## src/rtl/clk_div_multi.sv

```systemverilog
// NCH runtime-programmable clock dividers; clock_out/tick are registered, one cycle after the counter state.
// Config is valid/ready; a channel stalls new requests until its pending setting applies at a period boundary.
module clk_div_multi #(
   parameter int NCH      = 2,
   parameter int W        = 28,
   parameter int CHW      = 3,
   parameter int DEF_DIV  = 1000000,
   parameter int DEF_HIGH = 500000
) (
   input  logic           clock_in,
   input  logic           rst_n,
   input  logic [NCH-1:0] enable,
   input  logic           cfg_valid,
   output logic           cfg_ready,
   input  logic [CHW-1:0] cfg_ch,
   input  logic [W-1:0]   cfg_div,
   input  logic [W-1:0]   cfg_high,
   output logic           cfg_err,
   output logic [NCH-1:0] clock_out,
   output logic [NCH-1:0] tick
);

   logic [W-1:0]   cnt_q         [NCH];
   logic [W-1:0]   cnt_d         [NCH];
   logic [W-1:0]   div_act_q     [NCH];
   logic [W-1:0]   div_act_d     [NCH];
   logic [W-1:0]   high_act_q    [NCH];
   logic [W-1:0]   high_act_d    [NCH];
   logic [W-1:0]   shadow_div_q  [NCH];
   logic [W-1:0]   shadow_div_d  [NCH];
   logic [W-1:0]   shadow_high_q [NCH];
   logic [W-1:0]   shadow_high_d [NCH];
   logic [NCH-1:0] pending_q, pending_d;
   logic [NCH-1:0] clock_out_q, clock_out_d;
   logic [NCH-1:0] tick_q, tick_d;
   logic           cfg_err_q, cfg_err_d;

   logic [NCH-1:0] ch_hit;
   logic [NCH-1:0] wrap;
   logic           cfg_acc;
   logic           cfg_bad;

   // Out-of-range channels hit nothing, so ready stays high and the error path completes.
   always_comb begin
      ch_hit = '0;
      wrap   = '0;
      for (int i = 0; i < NCH; i++) begin
         ch_hit[i] = (cfg_ch == CHW'(i));
         wrap[i]   = (cnt_q[i] == div_act_q[i] - W'(1));
      end
      cfg_ready = ~|(ch_hit & pending_q);
      cfg_acc   = cfg_valid & cfg_ready;
      cfg_bad   = ~|ch_hit || (cfg_div < W'(2)) || (cfg_high == '0) || (cfg_high >= cfg_div);
   end

   always_comb begin
      cnt_d         = cnt_q;
      div_act_d     = div_act_q;
      high_act_d    = high_act_q;
      shadow_div_d  = shadow_div_q;
      shadow_high_d = shadow_high_q;
      pending_d     = pending_q;
      clock_out_d   = '0;
      tick_d        = '0;
      cfg_err_d     = cfg_acc & cfg_bad;
      for (int i = 0; i < NCH; i++) begin
         if (enable[i]) begin
            clock_out_d[i] = (cnt_q[i] < high_act_q[i]);
            tick_d[i]      = (cnt_q[i] == '0);
            cnt_d[i]       = wrap[i] ? '0 : cnt_q[i] + W'(1);
         end else begin
            cnt_d[i] = '0;
         end
         // Apply only at the end of a period (or any time while stopped), never mid-period.
         if (pending_q[i] && (enable[i] ? wrap[i] : 1'b1)) begin
            div_act_d[i]  = shadow_div_q[i];
            high_act_d[i] = shadow_high_q[i];
            pending_d[i]  = 1'b0;
         end
         if (cfg_acc && !cfg_bad && ch_hit[i]) begin
            shadow_div_d[i]  = cfg_div;
            shadow_high_d[i] = cfg_high;
            pending_d[i]     = 1'b1;
         end
      end
   end

   always_ff @(posedge clock_in or negedge rst_n) begin
      if (!rst_n) begin
         for (int i = 0; i < NCH; i++) begin
            cnt_q[i]         <= '0;
            div_act_q[i]     <= W'(DEF_DIV);
            high_act_q[i]    <= W'(DEF_HIGH);
            shadow_div_q[i]  <= '0;
            shadow_high_q[i] <= '0;
         end
         pending_q   <= '0;
         clock_out_q <= '0;
         tick_q      <= '0;
         cfg_err_q   <= 1'b0;
      end else begin
         cnt_q         <= cnt_d;
         div_act_q     <= div_act_d;
         high_act_q    <= high_act_d;
         shadow_div_q  <= shadow_div_d;
         shadow_high_q <= shadow_high_d;
         pending_q     <= pending_d;
         clock_out_q   <= clock_out_d;
         tick_q        <= tick_d;
         cfg_err_q     <= cfg_err_d;
      end
   end

   assign clock_out = clock_out_q;
   assign tick      = tick_q;
   assign cfg_err   = cfg_err_q;

endmodule

```

## config.mk

```make
export PLATFORM = sky130hd
export DESIGN_NAME = clk_div_multi
export DESIGN_NICKNAME = d
export VERILOG_FILES = /design/src/rtl/clk_div_multi.sv
export SDC_FILE = /design/constraint.sdc
export NUM_CORES = 1
export LEC_CHECK = 0
export ABC_AREA = 1
export ABC_CLOCK_PERIOD_IN_PS = 6500
export CORE_AREA = 8 8 193 195
export CTS_CLUSTER_SIZE = 24
export DETAILED_ROUTE_END_ITERATION = 16
export DIE_AREA = 0 0 201 203
export PLACE_DENSITY = 0.67
export SYNTH_ARGS = -nofsm -noshare
export SYNTH_HDL_FRONTEND = slang
export SYNTH_SLANG_ARGS = --single-unit
```

## constraint.sdc

```tcl
create_clock -name clock_in -period 6.5 [get_ports clock_in]
set_input_delay 1.95 -clock clock_in [delete_from_list [all_inputs] [get_ports clock_in]]
set_output_delay 1.95 -clock clock_in [all_outputs]
set_load 0.005 [all_outputs]
```

==> impl_results.md <==
* Largest net degree at the start of global routing at approximately 130
* Die Width at 201 um
* Worst Path Required at 4.55 ns
* Relative slew margins at 36.0%
* Buffers on Ports at 69
* Ys async rst share at between 90% and 100%
* PD cells at between 200 and 300 nW/um2
* CP max FO at 3
* Commonest non-fill, non-tap cell in the layout: nand2_1
* Residual DRC count at 0
* Part of the Yosys area used for sequential elements at a little over two fifths
* Clock sink count at between 200 and 300
* Root buffer cell: clkbuf_16
* Die H at ~200 um
* RR Startpoint: div_act_q[0]$_DFFE_PN0P_
* Critical Path End Type: output pin
* Inserted Clock Buffers at 31
* Hold Slack at 0.464 ns
* GR met3 Demand/Resource at under 10%
* Routed WL per cell at about 19 um
* Clk Latency, worst-skew pair at 0.57 ns
* Leakage at a little under 0.01 uW
* Min cycle time layout at 5.43 ns
* Worst r2r dst: div_act_q[5]$_DFFE_PN0P_
* Vias in the first global route at 14600
* Nets@finish at ~2400
* Yosys top cell by area: dfrtp_1
* First-pass GRT wire length at ~80 mm
* Site Rows at between 60 and 70
* RSZ-0062 raised after global routing: false
* Worst-path clk slew at 0.06 ns
* Grt met2 use at 36.3%
* Initial antenna violation count at 0
* Met1 Resource Use GR at a little under two fifths
* Die area at between 40000 and 50000 um2
* Synth warn at 0
* Worst reg2reg path depth at 15
* Number of cells on the worst hold path at 2
* Mapped Nets at ~2400
* Aggregate negative setup slack at 0 ns
* CTS Buffer Depth at 3
* Area Growth Syn to Fin at 11.9%
* CP Launch Type: primary input
* Worst setup startpoint: cfg_ch[1]
* Hpwl dp at between 30 and 40 mm
* Max cap viols at 0
* Antenna Nets Post-Route at 0
* WL final at ~51 mm
* Setup Crit Path Kind: primary input to output pin
* Final hold viol count at 0
* DR vias/cell at 5.59
* Fin Clk Skew at 0.0189 ns
* Final WS setup at about 1.1 ns
* Worst hold path class: flip-flop to flip-flop
* Most frequent cells in the layout: nand2_1, dfrtp_1, nor2_1
* Final Slew Violations at 0
* CP Data Arrival Time at 3.48 ns
* Share of the synthesized area in the top cell type at between 30% and 40%
* Router iterations before antenna repair at 6
* Post-synth cell types at 39
* Yosys reg bits at around 290
* Post-synth top flop: dfrtp_1
* Initial core utilization at slightly below 50%
* Max IR drop VDD at ~220 uV
* Vias post-DR at roughly 15000
* Synthesized cell area at 16900 um2
* Grt peak-use layer: met1
* GRT overflow at 0
* Setup crit end: cfg_ready
* Cells after Synth at about 2200
* ANT cells at 0
* R2R setup slack at approximately 2.7 ns
* Achievable frequency at ~0.18 GHz
* Status: complete, no violations
* CTS Hold Buffers Added at 0
* CTS tree: built
* Htree depth at 1
* Core Area at between 30000 and 40000 um2
* Share of layout cells above drive strength 1 at 5.56%
* Post-synth EDFFs at 0
* Resize count post-CTS at 0
* Period utilization at a little over four fifths
* Placer Congestion at between 0.9 and 1
* Post-CTS Setup Bufs at 0
* Worst slew pin tran at 0.957 ns
* Io pins at 70
* Syn Area/Cell at around 7.6 um2
* 1st-iter DRT viols at approximately 1300
* Setup Viol. Count Final at 0
* Tot GR Track Use at about a quarter
* Post-Place Setup Slack at 1.07 ns
* Dominant cells by area after synthesis: dfrtp_1, nand2_1, ha_1
-- state kept, by name, summed over array words and instances, names as in the netlist --
name	count
tick	2
div_act_q	56
high_act_q	56
clock_out	2
cnt_q	56
cfg_err	1
shadow_div_q	56
shadow_high_q	56
pending_q	2
-- cell families (layout without fill, tap and decap cells) --
logic type	after synthesis	in the layout	share of synthesized area [%]
compound gates	94	94	3.15
xor+xnor	83	83	4.31
fa+ha+maj	88	88	6.53
buf+inv	295	341	7.48
flops	287	287	42.8
simple gates	1375	1375	35.7
-- where the power goes --
part,internal (uW),switching [uW]
Clock,1100,724
Combinational,417,748
Sequential,1980,145
-- worst min-delay path by stage --
stage	start	endpoint	slack (ns)
finish	high_act_q[44]$_DFFE_PN1P_	high_act_q[44]$_DFFE_PN1P_	0.46
global route	high_act_q[8]$_DFFE_PN1P_	high_act_q[8]$_DFFE_PN1P_	0.48
CTS	high_act_q[46]$_DFFE_PN1P_	high_act_q[46]$_DFFE_PN1P_	0.47
floorplan	high_act_q[10]$_DFFE_PN0P_	high_act_q[10]$_DFFE_PN0P_	0.44
detailed placement	high_act_q[46]$_DFFE_PN1P_	high_act_q[46]$_DFFE_PN1P_	0.46
global placement	high_act_q[41]$_DFFE_PN1P_	high_act_q[41]$_DFFE_PN1P_	0.45
-- critical path, stage by stage --
cell and delay [ns]:
clkdlybuf4s50_1 0.46, nor2_1 0.04, inv_1 0.16, nor2_4 0.05
a22o_1 0.26, inv_1 0.07, clkdlybuf4s50_1 0.50
-- cell type report --
class | instances | area, um2
inverter | 196 | 736
clock inverter | 12 | 166
sequential | 287 | 7220
tap | 455 | 569
timing repair buffer | 88 | 863
fill | 3234 | 15200
multi-input combinational | 1640 | 8430
clock buffer | 45 | 888
-- synthesized netlist by cell type, drive strengths merged (2+ instances only) --
library cell and instances:
a211oi 6, a21oi 47, and2 4, buf 32, clkbuf 67, dfrtp 259, dfstp 28, ha 88
inv 196, nand2 727, nand3 186, nand3b 10, nand4 159, nor2 224, nor3 37, nor4 26
o211ai 4, o21a 2, o21ai 25, o21bai 5, o221ai 3, xnor2 27, xor2 56
-- per-stage QoR --
stage	std cells	area [um2]	util (%)	total power [uW]
after global routing	2723	18900	55.3	5400
after global placement	2666	17800	52.2	3280
final	2723	18900	55.3	5110
after floorplan	2222	16900	-	2920
after detailed placement	2666	17800	52.2	3300
after CTS	2723	18900	55.3	5140
-- routing by layer --
metal  wire length, um  vias up
li1                  -     7335
met1             24700     7293
met2             21100      519
met3              4210       86
met4              1150        0
met5                 0        -
Note: power is estimated with default switching activity, not from simulation.
